## src/rtl/code_lock_pkg.sv

```systemverilog
// Shared types and helpers for the code lock: FSM state encoding, button
// indices into the vectored edge detector, and the lockout-length function.
package code_lock_pkg;

  localparam int unsigned STATE_W = 3;

  typedef enum logic [STATE_W-1:0] {
    S_IDLE    = 3'd0,
    S_ENTRY   = 3'd1,
    S_CHECK   = 3'd2,
    S_PASS    = 3'd3,
    S_FAIL    = 3'd4,
    S_LOCKOUT = 3'd5,
    S_PROGRAM = 3'd6
  } state_t;

  localparam int unsigned BTN_ENTER0  = 0;
  localparam int unsigned BTN_ENTER1  = 1;
  localparam int unsigned BTN_CONFIRM = 2;
  localparam int unsigned BTN_CLEAR   = 3;
  localparam int unsigned BTN_CHANGE  = 4;
  localparam int unsigned BTN_N       = 5;

  // Value presented on state_o for a given state.
  function automatic logic [STATE_W-1:0] state_code(input state_t s);
    return STATE_W'(s);
  endfunction

  // Lockout length: base doubled per consecutive failure beyond the first.
  function automatic int unsigned lock_len(input int unsigned base,
                                           input int unsigned shift_max,
                                           input logic [1:0]  fails);
    int unsigned sh;
    sh = (fails == 2'd0) ? 0 : 32'(fails) - 1;
    if (sh > shift_max) sh = shift_max;
    return base << sh;
  endfunction

endpackage

```

## src/rtl/code_lock_core_btn_edge.sv

```systemverilog
// Vectored button register with rising-edge detect; one event per press,
// released only by a low sample in between.
module btn_edge #(
  parameter int unsigned N = 1
) (
  input  logic         clock,
  input  logic         reset,
  input  logic [N-1:0] btn,
  output logic [N-1:0] rise_c
);

  logic [N-1:0] btn_q;

  always_ff @(posedge clock) begin
    if (reset) btn_q <= '0;
    else       btn_q <= btn;
  end

  assign rise_c = btn & ~btn_q;

endmodule

```

## src/rtl/code_lock_core.sv

```systemverilog
// Binary-code lock FSM with exponential lockout and entry timeout.
// Define CODE_LOCK_PROGRAM_EN to enable the run-time code-change path.
module code_lock_core
  import code_lock_pkg::*;
#(
  parameter int unsigned         CODE_LEN       = 6,
  parameter logic [CODE_LEN-1:0] DEFAULT_CODE   = CODE_LEN'(6'b101101),
  parameter int unsigned         TIMEOUT        = 360,
  parameter int unsigned         PASS_HOLD      = 36,
  parameter int unsigned         FAIL_HOLD      = 36,
  parameter int unsigned         LOCK_BASE      = 90,
  parameter int unsigned         LOCK_SHIFT_MAX = 2
) (
  input  logic                                                clock,
  input  logic                                                reset,
  input  logic                                                enter0,
  input  logic                                                enter1,
  input  logic                                                confirm,
  input  logic                                                clear,
  input  logic                                                change_code,
  output logic                                                unlocked,
  output logic                                                fail,
  output logic                                                locked_out,
  output logic [2:0]                                          state_o,
  output logic [$clog2(CODE_LEN+2)-1:0]                       digits_entered,
  output logic [1:0]                                          fail_count,
  output logic [$clog2((LOCK_BASE<<LOCK_SHIFT_MAX)+1)-1:0]    lock_remaining
);

  localparam int unsigned CNT_W   = $clog2(CODE_LEN + 2);
  localparam int unsigned LR_W    = $clog2((LOCK_BASE << LOCK_SHIFT_MAX) + 1);
  localparam int unsigned TMR_MAX = (TIMEOUT > PASS_HOLD)
                                    ? ((TIMEOUT > FAIL_HOLD) ? TIMEOUT : FAIL_HOLD)
                                    : ((PASS_HOLD > FAIL_HOLD) ? PASS_HOLD : FAIL_HOLD);
  localparam int unsigned TMR_W   = $clog2(TMR_MAX + 1);

  logic [BTN_N-1:0]    btn;
  logic [BTN_N-1:0]    ev_c;
  logic                multi_c, clr_v, cfm_v, dig_v, dig_b, any_ev;

  state_t              state_q, state_d;
  logic [CODE_LEN-1:0] buf_q, buf_d;
  logic [CNT_W-1:0]    cnt_q, cnt_d;
  logic [TMR_W-1:0]    tmr_q, tmr_d;
  logic [1:0]          fc_q, fc_d;
  logic [LR_W-1:0]     lr_q, lr_d;
  logic [CODE_LEN-1:0] code_q;

  always_comb begin
    btn              = '0;
    btn[BTN_ENTER0]  = enter0;
    btn[BTN_ENTER1]  = enter1;
    btn[BTN_CONFIRM] = confirm;
    btn[BTN_CLEAR]   = clear;
    btn[BTN_CHANGE]  = change_code;
  end

  btn_edge #(.N(BTN_N)) u_btn_edge (
    .clock  (clock),
    .reset  (reset),
    .btn    (btn),
    .rise_c (ev_c)
  );

  // Clear beats everything; colliding digit/confirm events cancel each other.
  assign multi_c = (ev_c[BTN_ENTER0] & ev_c[BTN_ENTER1]) |
                   (ev_c[BTN_ENTER0] & ev_c[BTN_CONFIRM]) |
                   (ev_c[BTN_ENTER1] & ev_c[BTN_CONFIRM]);
  assign clr_v   = ev_c[BTN_CLEAR];
  assign cfm_v   = ev_c[BTN_CONFIRM] & ~multi_c & ~clr_v;
  assign dig_v   = (ev_c[BTN_ENTER0] | ev_c[BTN_ENTER1]) & ~multi_c & ~clr_v;
  assign dig_b   = ev_c[BTN_ENTER1];
  assign any_ev  = |ev_c;

`ifdef CODE_LOCK_PROGRAM_EN
  logic [CODE_LEN-1:0] code_d;
  logic                chg_v;
  assign chg_v = ev_c[BTN_CHANGE] & ~clr_v;

  always_ff @(posedge clock) begin
    if (reset) code_q <= DEFAULT_CODE;
    else       code_q <= code_d;
  end
`else
  assign code_q = DEFAULT_CODE;
`endif

  always_comb begin
    state_d = state_q;
    buf_d   = buf_q;
    cnt_d   = cnt_q;
    tmr_d   = tmr_q;
    fc_d    = fc_q;
    lr_d    = lr_q;
`ifdef CODE_LOCK_PROGRAM_EN
    code_d  = code_q;
`endif
    case (state_q)
      S_IDLE: begin
        if (dig_v) begin
          buf_d   = CODE_LEN'(dig_b);
          cnt_d   = CNT_W'(1);
          tmr_d   = '0;
          state_d = S_ENTRY;
        end
      end

      S_ENTRY, S_PROGRAM: begin
        // Any button edge, honoured or not, restarts the idle timer.
        if (any_ev) begin
          tmr_d = '0;
        end else if (tmr_q == TMR_W'(TIMEOUT - 1)) begin
          state_d = S_IDLE;
          buf_d   = '0;
          cnt_d   = '0;
          tmr_d   = '0;
        end else begin
          tmr_d = tmr_q + TMR_W'(1);
        end

        if (clr_v) begin
          state_d = S_IDLE;
          buf_d   = '0;
          cnt_d   = '0;
        end else if (cfm_v) begin
          if (state_q == S_ENTRY) begin
            state_d = S_CHECK;
          end else begin
`ifdef CODE_LOCK_PROGRAM_EN
            if (cnt_q == CNT_W'(CODE_LEN)) code_d = buf_q;
`endif
            state_d = S_IDLE;
            buf_d   = '0;
            cnt_d   = '0;
          end
        end else if (dig_v) begin
          buf_d = (buf_q << 1) | CODE_LEN'(dig_b);
          if (cnt_q != CNT_W'(CODE_LEN + 1)) cnt_d = cnt_q + CNT_W'(1);
        end
      end

      S_CHECK: begin
        if ((cnt_q == CNT_W'(CODE_LEN)) && (buf_q == code_q)) begin
          fc_d    = 2'd0;
          state_d = S_PASS;
        end else begin
          if (fc_q != 2'd3) fc_d = fc_q + 2'd1;
          state_d = S_FAIL;
        end
        buf_d = '0;
        cnt_d = '0;
        tmr_d = '0;
      end

      S_PASS: begin
`ifdef CODE_LOCK_PROGRAM_EN
        if (chg_v) begin
          state_d = S_PROGRAM;
          tmr_d   = '0;
        end else
`endif
        if (tmr_q == TMR_W'(PASS_HOLD - 1)) begin
          state_d = S_IDLE;
          tmr_d   = '0;
        end else begin
          tmr_d = tmr_q + TMR_W'(1);
        end
      end

      S_FAIL: begin
        if (tmr_q == TMR_W'(FAIL_HOLD - 1)) begin
          state_d = S_LOCKOUT;
          tmr_d   = '0;
          lr_d    = LR_W'(lock_len(LOCK_BASE, LOCK_SHIFT_MAX, fc_q));
        end else begin
          tmr_d = tmr_q + TMR_W'(1);
        end
      end

      S_LOCKOUT: begin
        if (lr_q <= LR_W'(1)) begin
          lr_d    = '0;
          state_d = S_IDLE;
        end else begin
          lr_d = lr_q - LR_W'(1);
        end
      end

      default: state_d = S_IDLE;
    endcase
  end

  always_ff @(posedge clock) begin
    if (reset) begin
      state_q    <= S_IDLE;
      buf_q      <= '0;
      cnt_q      <= '0;
      tmr_q      <= '0;
      fc_q       <= '0;
      lr_q       <= '0;
      unlocked   <= 1'b0;
      fail       <= 1'b0;
      locked_out <= 1'b0;
    end else begin
      state_q    <= state_d;
      buf_q      <= buf_d;
      cnt_q      <= cnt_d;
      tmr_q      <= tmr_d;
      fc_q       <= fc_d;
      lr_q       <= lr_d;
      unlocked   <= (state_d == S_PASS);
      fail       <= (state_d == S_FAIL);
      locked_out <= (state_d == S_LOCKOUT);
    end
  end

  assign state_o        = state_code(state_q);
  assign digits_entered = cnt_q;
  assign fail_count     = fc_q;
  assign lock_remaining = lr_q;

endmodule

```

## config.mk

```make
export PLATFORM = sky130hd
export DESIGN_NAME = code_lock_core
export DESIGN_NICKNAME = d
export VERILOG_FILES = /design/src/rtl/code_lock_pkg.sv /design/src/rtl/code_lock_core_btn_edge.sv /design/src/rtl/code_lock_core.sv
export SDC_FILE = /design/constraint.sdc
export NUM_CORES = 1
export LEC_CHECK = 0
export BUFFER_PORTS_ARGS = -buffer_cell sky130_fd_sc_hd__buf_2
export CAP_MARGIN = 5
export CORE_AREA = 2 2 67 69
export DETAILED_ROUTE_END_ITERATION = 16
export DIE_AREA = 0 0 69 71
export PLACE_DENSITY_LB_ADDON = 0.12
export SYNTH_ARGS = -nofsm -noshare
export SYNTH_HDL_FRONTEND = slang
export SYNTH_SLANG_ARGS = --single-unit
export TNS_END_PERCENT = 30
```

## constraint.sdc

```tcl
create_clock -name clock -period 5.2 [get_ports clock]
set_clock_uncertainty 0.05 [all_clocks]
set_input_delay 1.04 -clock clock [delete_from_list [all_inputs] [get_ports clock]]
set_output_delay 1.04 -clock clock [all_outputs]
set_load 0.05 [all_outputs]
```

# Yosys cells after proc, flatten, opt, wreduce, memory -nomap -nowiden
# Index checks and enable logic that the tools add are counted.
# totals
reg_bits	40
latch_bits	0
ram_bits	0
rom_bits	0
inputBits	7
out_inout_bits	20
elab_cells	106
n_memories	0
# classes
addsub	5
mul	0
div_mod_pow	0
order_cmp	2
eq_ne	17
shifts	1
mux	42
n_bitwise	15
reduce_logical	14
# ops
operator	n
$mux W32	4
$mux W9	6
$mux W3	17
$mux W6	7
$pmux W9 S4	1
$gt A32 B2 Y1 const B	1
$shl A7 B32 Y9 const A	1
$eq A3 B3 Y1 const B	6
$pmux W3 S6	1
$pmux W6 S3	1
$pmux W9 S2	1
$add A9 B1 Y9 const B	1
$eq A3 B2 Y1 const B	3
$eq A9 B6 Y1 const B	1
$eq A9 B9 Y1 const B	1
$le A9 B1 Y1 const B	1
$pmux W3 S3	1
$sub A9 B1 Y9 const B	1
$reduce_and A2 Y1	4
$and A1 B1 Y1	7
$eq A6 B6 Y1 const B	1
$mux W2	3
$ne A2 B2 Y1 const B	3
$or A6 B1 Y6	1
other kinds (17)	22

# Longest topological paths before layout
# Gate-level depths: netlist of the first run.
# depth
ltp_word	12
depth_mapped	8
ltp_nobuf	8

# By module
# A second synthesis of the first run with hierarchy kept.
# hier_totals
hier_cells	272
area_unflattened_um2	2260.9
# by_module_without_submodules
module	n_inst	cells_per_inst	area_per_inst_um2	seq_area_each_um2
code_lock_core	1	257	2098.3	700.7
btn_edge	1	15	162.7	100.1

# Least setup slack after synthesis of the first run
# OpenSTA, ideal clock, no wires.
# synth_timing
path_type	input port to flip-flop
from	in clear
to	reg tmr_q[0]
setup_time_ps	137
t_arrival_ps	2260
required_ps	5013
slack_ps	2753
path_stages	6
path_buffers	0
cell_sequence	nand2b_1 > o21ai_1 > o21ai_2 > nand2_1 > o31ai_2 > nor2_1
# synth_via
elab_chain_cells	5
elab_cells_between_ends	8
classes_between	1 x eq/ne; 2 x mux; 3 x bitwise; 2 x reduce/logical
# synth_rtl
item	line_no	rtl
start: declaration	code_lock_core.sv:19	input logic clear,
$and A5 B5 Y5 *	code_lock_core_btn_edge.sv:19	assign rise_c = btn & ~btn_q;
branches (longest 4 deep; another with $mux W9)	--	
end signal: assignment	code_lock_core.sv:208	tmr_q <= tmr_d;
end: declaration	code_lock_core.sv:44	logic [TMR_W-1:0] tmr_q, tmr_d;
# Every way passes the cells marked *.
# A chain may end at the register's enable or synchronous reset.

# Worst setup path after layout of the first run
# layout_timing
from	reg lr_q[5], in the netlist lock_remaining[5]
to	reg fail
# layout_via
elab_chain_cells	4
# layout_rtl
item	line_no	rtl
start: declaration	code_lock_core.sv:46	logic [LR_W-1:0] lr_q, lr_d;
start signal: assignment	code_lock_core.sv:210	lr_q <= lr_d;
$le A9 B1 Y1	code_lock_core.sv:181	if (lr_q <= LR_W'(1)) begin
$mux W3	code_lock_core.sv:181	
$pmux W3 S6	code_lock_core.sv:98	case (state_q)
$eq A3 B3 Y1	code_lock_core.sv:212	fail <= (state_d == S_FAIL);
end signal: assignment	code_lock_core.sv:212	
end: declaration	code_lock_core.sv:22	output logic fail,
# Every way passes these cells.

==> results of run 1 <==
-- placed cells by master, fill, tap and decap left out, types with 3 or more instances in the layout --
cell / Yosys / routed
ha_1: 11 / 11
xor2_1: 8 / 8
nand2_1: 14 / 14
nand4b_1: 3 / 3
nand3_1: 6 / 6
buf_2: 1 / 26
and2_1: 3 / 3
and3_1: 6 / 6
o21bai_1: 3 / 3
a22oi_1: 3 / 3
dfxtp_1: 40 / 40
nor3_1: 9 / 9
inv_1: 10 / 10
a211oi_1: 5 / 5
a21oi_1: 21 / 21
clkbuf_8: 0 / 7
nor2_1: 31 / 31
o21ai_0: 24 / 24
o21ai_1: 5 / 5
o21a_1: 3 / 3
nor2b_1: 7 / 7
nand4_1: 5 / 5
nand3b_1: 3 / 3
nand2b_1: 7 / 7
-- worst register-to-register path, stage by stage (launching register included) --
cell and delay, ns:
dfxtp_1 0.36, or3_1 0.48, o41ai_2 1.01, o211ai_1 0.19
a21oi_1 0.30, and3_1 0.24
-- power by group through the flow --
stage / sequential [mW] / clock [mW] / combinational, mW
floorplan: 0.330 / 0 / 0.0415
global placement: 0.325 / 0 / 0.0593
detailed placement: 0.325 / 0 / 0.0598
CTS: 0.318 / 0.231 / 0.0600
global route: 0.319 / 0.237 / 0.0678
finish: 0.318 / 0.224 / 0.0598
-- kinds of logic after synthesis --
logic type	synth area share, %
flip-flops	35.6
adder cells (fa/ha/maj)	6.12
multiplexers	0.890
buffers and inverters	3.73
XOR/XNOR	3.51
AND/OR/NAND/NOR	26.4
AO/OA/AOI/OAI	23.7
-- cell type report --
| class | count | area, um2 |
|---|---|---|
| Tap cell | 52 | 65.1 |
| Inverter | 10 | 37.5 |
| Timing Repair Buffer | 26 | 130 |
| Fill cell | 406 | 1710 |
| Multi-Input combinational cell | 212 | 1360 |
| Sequential cell | 40 | 801 |
| Clock buffer | 7 | 96.3 |
-- stage by stage --
| step | util, % | cells |
|---|---|---|
| 2_1_floorplan | - | 272 |
| 3_3_place_gp | 57.0 | 340 |
| 3_5_place_dp | 57.0 | 340 |
| 4_1_cts | 59.3 | 347 |
| 5_1_grt | 59.3 | 347 |
| 6_report | 59.3 | 347 |
-- per-layer routing --
| metal | GRT usage, % | up-vias | part of all wire [%] |
|---|---|---|---|
| met3 | 4.42 | 7 | 3.3 |
| li1 | - | 1023 | - |
| met4 | 6.54 | 0 | 1.2 |
| met2 | 34.5 | 41 | 47 |
| met5 | 0 | - | 0 |
| met1 | 26.5 | 899 | 49 |
-- registers in the layout, summed over array words and instances, names as in the netlist --
register	count
lock_remaining	9
tmr_q	9
buf_q	6
u_btn_edge.btn_q	5
digits_entered	3
state_o	3
fail_count	2
fail	1
locked_out	1
unlocked	1
-- path summary, 6_finish.rpt --
path	to	slack [ns]	from
max	fail$_SDFF_PP0_	2.51	lock_remaining[5]$_SDFFE_PP0P_
min reg2reg	tmr_q[1]$_SDFFE_PP0P_	0.43	tmr_q[1]$_SDFFE_PP0P_
max reg2reg	fail$_SDFF_PP0_	2.51	lock_remaining[5]$_SDFFE_PP0P_
min	tmr_q[1]$_SDFFE_PP0P_	0.43	tmr_q[1]$_SDFFE_PP0P_
==> metrics, run 1 <==
status=finished clean; sequential area share after synthesis=approximately 36%; setup ws final=2.51 ns; synth unique cells=55; ys async rst share=0%; Residual DRC=0; fin area=2490 um2; TritonCTS clock tree=done; final weighted congestion in routability-driven placement=a little under 0.9; Die ar.=between 4000 and 5000 um2; Synth area leaders=dfxtp_1, ha_1, o21ai_0; post-route clock period utilization=approximately 52%; Pwr Density=241 nW/um2; worst hold margin=0.428 ns; Pre-antenna DRT Iters=4; # setup viols final=0; net switching power=between 0.15 and 0.2 mW; max_cap viols=0; CTS Hold Buffers Added=0; Synth Flop Type=dfxtp_1; Crit. End Element=flip-flop; Slowest Stage Delay on Critical Path=approximately 1.0 ns; fraction of layout cells with a size suffix above 1=15.3%; slowest CP cell=o41ai_2; # nets final=between 300 and 400; Post-synth EDFFs=0; Worst-path clk slew=~0.08 ns; Max Buffers Root-to-Sink=2; Syn Area/Cell=approximately 8.3 um2; total track usage=20.6%; largest net degree at the start of global routing=30; cell area after placement=around 2400 um2; Cells after Synth=around 270; R2R depth=5; crit-path cells=or3_1 > o41ai_2 > o211ai_1 > a21oi_1 > and3_1; TritonCTS buffer count=5; part of the power in combinational logic=approximately a tenth; most frequent cells after synthesis=dfxtp_1, nor2_1, o21ai_0; type of origin of the critical path=flip-flop; area share of the largest cell type after synthesis=a little over a third; Routed Wire Length=4.76 mm; Crit. path cell count=5; CP Class=reg2reg; ANT cells=0; cell with the most instances after synthesis=dfxtp_1; CP Data Arrival Time=2.86 ns; Top Family by Delay on Critical Path=compound AO/OA/AOI/OAI gates; leakage power=about 1.0 nW; required time worst endpoint=about 5.4 ns; initial cell density of the core=a little over half; placed wire-length estimate=between 3 and 4 mm; Slew @ Worst Pin=1.10 ns; Worst-Skew Late Latency=about 0.29 ns; # Post-CTS Setup Buffers=0; VDD IR max=~0.19 mV; routed via count=1,970; Final Hold Viols=0; # rows=24; Final ANT Viol Nets=0; PortBufs=26; flops & latches, synth=40; clk root buf=clkbuf_8; dpl ws=approximately 2.3 ns; cts repair resizes=0; DRT iter0 DRCs=130; routed vias/inst=around 5.7; CTS sink cnt=40; Die Width=69 um; Core ar.=between 4000 and 5000 um2; Top Ports=27; Clk pwr share=between 30% and 40%; FMAX=0.372 GHz; CTS H-tree depth=2; internal cell power=about 0.45 mW; P&R area growth vs syn=10.9%; final number of max-transition violations=0; RSZ-0062 raised after global routing=no; Final TNS setup=0 ns; initial antenna violation count=0; Switching Fraction=roughly a quarter; sequential share of power=a little over half; WHS Path Cells=2; Synth area leader=dfxtp_1; Tot Pwr=about 0.60 mW; Hold Path Class=reg2reg; die height=roughly 70 um; Syn Std Cell Area=around 2200 um2; Synth Warn #=0; Crit Path Max Fanout=11; syn_nets=slightly below 300; drt wl/cell=approximately 14 um; vias in the first global route=between 1,500 and 2,000; relative slew slack=25.9%; CP bufs+invs=0; Overflow after GRT=0; first-pass GRT wire length=approximately 8 mm; Period minus WS final=roughly 2.7 ns
Note: power is estimated with default switching activity, not from simulation.
==> inputs of run 2 (changes only) <==
Settings changed: CORE_AREA 2 2 67 69 to 2 2 69 71, DIE_AREA 0 0 69 71 to 0 0 71 73.
Clock period 5.2 ns to 2.23 ns, I/O delays scaled along.
==> run 2 against run 1 <==
Effect of this change:
- maximum frequency grew 34%
- sequential power grew 130%
- wire length grew 4.6%
- non-clock buffer count grew 14
- total power grew 150%
- critical path type unchanged
- first-iteration DRC count shrank 15%
- critical endpoint unchanged
- count of clock-buffer cells in the layout shrank 2
==> metrics, run 2 (synthesis results as in run 1) <==
status=finished clean; RSZ-0062 raised after global routing=no; Routed Wire Length=4.98 mm (+4.6%); setup ws final=0.227 ns (-2.29 ns); initial cell density of the core=49.6% (-3.9 points); TritonCTS buffer count=5 (unchanged); placed wire-length estimate=3.64 mm (+4.3%); VDD IR max=0.339 mV (+80%); TritonCTS clock tree=done; relative slew slack=63.8% (+38 points); CTS H-tree depth=2 (unchanged); Final Hold Viols=0 (unchanged); Worst-path clk slew=0.08 ns (about the same); Top Ports=27 (unchanged); Crit. End Element=flip-flop; # nets final=327 (+4.5%); Slowest Stage Delay on Critical Path=0.44 ns (-0.57 ns); Overflow after GRT=0 (unchanged); most common cell after layout, fill and taps aside=dfxtp_1; leakage power=1.08 nW (+7.4%); Max Buffers Root-to-Sink=2 (unchanged); dpl ws=0.163 ns (-2.17 ns); required time worst endpoint=2.43 ns (-2.94 ns); post-route clock period utilization=89.8% (+38 points); Period minus WS final=2.00 ns (-0.685 ns); routed via count=2,054 (+4.3%); Final TNS setup=0 ns (unchanged); routed vias/inst=5.64 (-0.61%); PortBufs=26 (unchanged); Hold Path Class=in2reg; worst hold margin=0.325 ns (-0.103 ns); total track usage=20.8% (+0.21 points); Core Util, Final=57.7% (-1.6 points); ANT cells=0 (unchanged); Core ar.=4540 um2 (+7.9%); drt wl/cell=13.7 um (-0.31%); cts repair resizes=0 (unchanged); vias in the first global route=1,923 (+9.4%); # rows=25 (+4.2%); Pre-antenna DRT Iters=4 (unchanged); final weighted congestion in routability-driven placement=0.815 (-6.9%); initial antenna violation count=0 (unchanged); Die ar.=5180 um2 (+5.8%); CTS sink cnt=40 (unchanged); DRT iter0 DRCs=110 (-15%); crit-path cells=or3_1 > o41ai_2 > buf_4 > o211ai_1 > a21oi_1 > and3_1; clk root buf=clkbuf_8; slowest CP cell=or3_1; Residual DRC=0 (unchanged); most frequent cells in the layout=dfxtp_1, nor2_1, buf_2; CP Class=reg2reg; largest net degree at the start of global routing=30 (unchanged); Pwr Density=572 nW/um2 (+140%); Crit Path Max Fanout=5 (-6); type of origin of the critical path=flip-flop; # Post-CTS Setup Buffers=0 (unchanged); first-pass GRT wire length=8.56 mm (+3.9%); FMAX=0.499 GHz (+34%); # setup viols final=0 (unchanged); max_cap viols=0 (unchanged); Worst-Skew Late Latency=0.30 ns (about the same); P&R area growth vs syn=16.4%; CTS Hold Buffers Added=0 (unchanged); fraction of layout cells with a size suffix above 1=19.4% (+4.1 points); die height=73 um (+2.8%); CP Data Arrival Time=2.20 ns (-0.66 ns); Slew @ Worst Pin=0.543 ns (-0.558 ns); Die Width=71 um (+2.9%); final number of max-transition violations=0 (unchanged); Final ANT Viol Nets=0 (unchanged)
run 2: cell count changes in the layout (fill, tap and decap cells not counted), sizes merged:
cell | before | now
buf | 26 | 40
clkbuf | 7 | 5
bufinv | 0 | 1
clkinv | 0 | 1
clkinvlp | 0 | 1
run 2: routing by layer:
layer | GRT usage [%] | vias up | wire [um]
li1 | - | 1048 | -
met1 | 25.7 | 953 | 2310
met2 | 34.4 | 44 | 2340
met3 | 4.56 | 9 | 206
met4 | 10.3 | 0 | 119
met5 | 0 | - | 0
run 2: path summary, 6_finish.rpt:
kind                                  start                              to  slack [ns]  cells past startpoint
max          lock_remaining[6]$_SDFFE_PP0P_                 fail$_SDFF_PP0_        0.23                      6
min                             change_code  u_btn_edge.btn_q[4]$_SDFF_PP0_        0.32                      2
max reg2reg  lock_remaining[6]$_SDFFE_PP0P_                 fail$_SDFF_PP0_        0.23                      6
min reg2reg           tmr_q[1]$_SDFFE_PP0P_           tmr_q[1]$_SDFFE_PP0P_        0.43                      2
run 2: where the power goes:
group	internal, mW	switching (mW)
logic	0.0548	0.102
clock network	0.331	0.270
registers	0.728	0.0107
total	1.11	0.382
run 2: through the flow:
stage	std cells	instance area (um2)	power, mW
3_3_place_gp	356	2500	0.912
2_1_floorplan	272	2250	0.865
4_1_cts	364	2620	1.51
5_1_grt	364	2620	1.56
6_report	364	2620	1.50
3_5_place_dp	356	2500	0.912
run 2: final cells by class:
cell class / count / area, um2
multi-input combinational: 212 / 1360
clock buffer: 5 / 68.8
fill: 434 / 1920
timing repair buffer: 40 / 235
clock inverter: 3 / 42.5
inverter: 10 / 37.5
sequential: 40 / 801
tap: 54 / 67.6
run 2: critical path, delay by kind of cell, from the launching register on:
family          cells  cell delay [ns]
compound gates      3             0.72
simple gates        2             0.64
flops               1             0.34
buf+inv             1             0.20
==> inputs of run 3 (changes only) <==
Settings changed: MAX_ROUTING_LAYER set to met4.
==> run 3 against run 2 <==
Effect of this change:
- die area is the same
- non-clock buffer count is the same
- total power hardly changed
- critical path type unchanged
- largest cell class unchanged
==> metrics, run 3 (synthesis results as in run 1) <==
die height=73 um (unchanged); required time worst endpoint=2.43 ns (about the same); Final ANT Viol Nets=0 (unchanged); RSZ-0062 raised after global routing=no; crit-path cells=or3_1 > o41ai_2 > buf_4 > o211ai_1 > a21oi_1 > and3_1; drt wl/cell=13.6 um (-0.40%); Crit Path Max Fanout=5 (unchanged); # Post-CTS Setup Buffers=0 (unchanged); TritonCTS buffer count=5 (unchanged); FMAX=0.500 GHz (+0.14%); Pwr Density=572 nW/um2 (about the same); Routed Wire Length=4.96 mm (-0.40%); status=finished clean; relative slew slack=64.7% (+0.86 points); Die ar.=5180 um2 (unchanged); Final TNS setup=0 ns (unchanged); final weighted congestion in routability-driven placement=0.827 (+1.5%); Fillers=434 (unchanged); Residual DRC=0 (unchanged); Tot Pwr=1.50 mW (about the same); CTS sink cnt=40 (unchanged); Worst-path clk slew=0.08 ns (about the same); clk root buf=clkbuf_8; ANT cells=0 (unchanged); R2R depth=6 (unchanged); part of the power in combinational logic=10.4% (about the same); initial antenna violation count=0 (unchanged); Crit. path cell count=6 (unchanged); post-route clock period utilization=89.7% (-0.13 points); WHS Path Cells=2 (unchanged); Top Ports=27 (unchanged); Hold Path Class=in2reg; TritonCTS clock tree=done; net switching power=0.382 mW (about the same); max_cap viols=0 (unchanged); internal cell power=1.11 mW (unchanged); # setup viols final=0 (unchanged); routed via count=2,050 (-0.19%); # rows=25 (unchanged); most frequent cells in the layout=dfxtp_1, nor2_1, buf_2; Worst-Skew Late Latency=0.30 ns (about the same); final number of max-transition violations=0 (unchanged); Core ar.=4540 um2 (unchanged); sequential share of power=49.4% (about the same); routed vias/inst=5.63 (-0.19%); # nets final=327 (unchanged); slowest CP cell=or3_1; cts repair resizes=0 (unchanged); Switching Fraction=25.5% (about the same); DRT iter0 DRCs=118 (+7.3%); most common cell after layout, fill and taps aside=dfxtp_1; CP bufs+invs=1 (unchanged); Top Family by Delay on Critical Path=compound AO/OA/AOI/OAI gates; Max Buffers Root-to-Sink=2 (unchanged); PortBufs=26 (unchanged); fraction of layout cells with a size suffix above 1=19.4% (unchanged); Final Hold Viols=0 (unchanged); leakage power=1.08 nW (unchanged); Core Util, Final=57.7% (unchanged); Overflow after GRT=0 (unchanged); largest net degree at the start of global routing=30 (unchanged); initial cell density of the core=49.6% (unchanged); CP Class=reg2reg; CTS H-tree depth=2 (unchanged); VDD IR max=0.339 mV (about the same); Clk pwr share=40.2% (about the same); Crit. End Element=flip-flop; type of origin of the critical path=flip-flop; Pre-antenna DRT Iters=4 (unchanged); P&R area growth vs syn=16.4% (unchanged); total track usage=21.4% (+0.59 points); placed wire-length estimate=3.64 mm (unchanged); Die Width=71 um (unchanged); CTS Hold Buffers Added=0 (unchanged); first-pass GRT wire length=8.54 mm (-0.25%); CP Data Arrival Time=2.20 ns (about the same); Period minus WS final=2.00 ns (-0.00286 ns); Slew @ Worst Pin=0.530 ns (-0.0129 ns); vias in the first global route=1,927 (+0.21%); Slowest Stage Delay on Critical Path=0.44 ns (about the same)
-- run 3: worst paths after layout --
kind | slack [ns] | to | from
max | 0.23 | fail$_SDFF_PP0_ | lock_remaining[6]$_SDFFE_PP0P_
min | 0.32 | u_btn_edge.btn_q[4]$_SDFF_PP0_ | change_code
max reg2reg | 0.23 | fail$_SDFF_PP0_ | lock_remaining[6]$_SDFFE_PP0P_
min reg2reg | 0.43 | tmr_q[1]$_SDFFE_PP0P_ | tmr_q[1]$_SDFFE_PP0P_
-- run 3: per-layer routing --
| metal | vias to the layer above | share of wire (%) | GRT usage, % |
|---|---|---|---|
| met5 | - | 0 | - |
| met4 | 0 | 2.4 | 10.3 |
| met3 | 9 | 4.0 | 4.56 |
| met2 | 40 | 47 | 34.5 |
| met1 | 953 | 47 | 25.5 |
| li1 | 1048 | - | - |
-- run 3: power groups by stage --
| stage | Clock, mW | Sequential [mW] | Combinational [mW] |
|---|---|---|---|
| after floorplan | 0 | 0.768 | 0.0968 |
| after global placement | 0 | 0.756 | 0.156 |
| after detailed placement | 0 | 0.755 | 0.157 |
| after CTS | 0.614 | 0.739 | 0.157 |
| after global routing | 0.645 | 0.742 | 0.175 |
| final | 0.601 | 0.739 | 0.156 |
-- run 3: stage by stage --
step                      setup slack [ns]  instance area (um2)  std cells  hold slack [ns]
after floorplan                     0.0806                 2250        272            0.398
after global placement               0.241                 2500        356            0.409
after detailed placement             0.163                 2500        356            0.414
after CTS                            0.248                 2620        364            0.323
after global routing                0.0568                 2620        364            0.321
final                                0.229                 2620        364            0.325
-- run 3: final cells by class --
class	count	area, um2	share of cell area [%]
flip-flops and latches	40	801	30.6
repair buffers	40	235	8.99
multi-input cells	212	1360	52.1
well taps	54	67.6	2.58
clock buffers	5	68.8	2.63
inverters	10	37.5	1.43
clock inverters	3	42.5	1.63
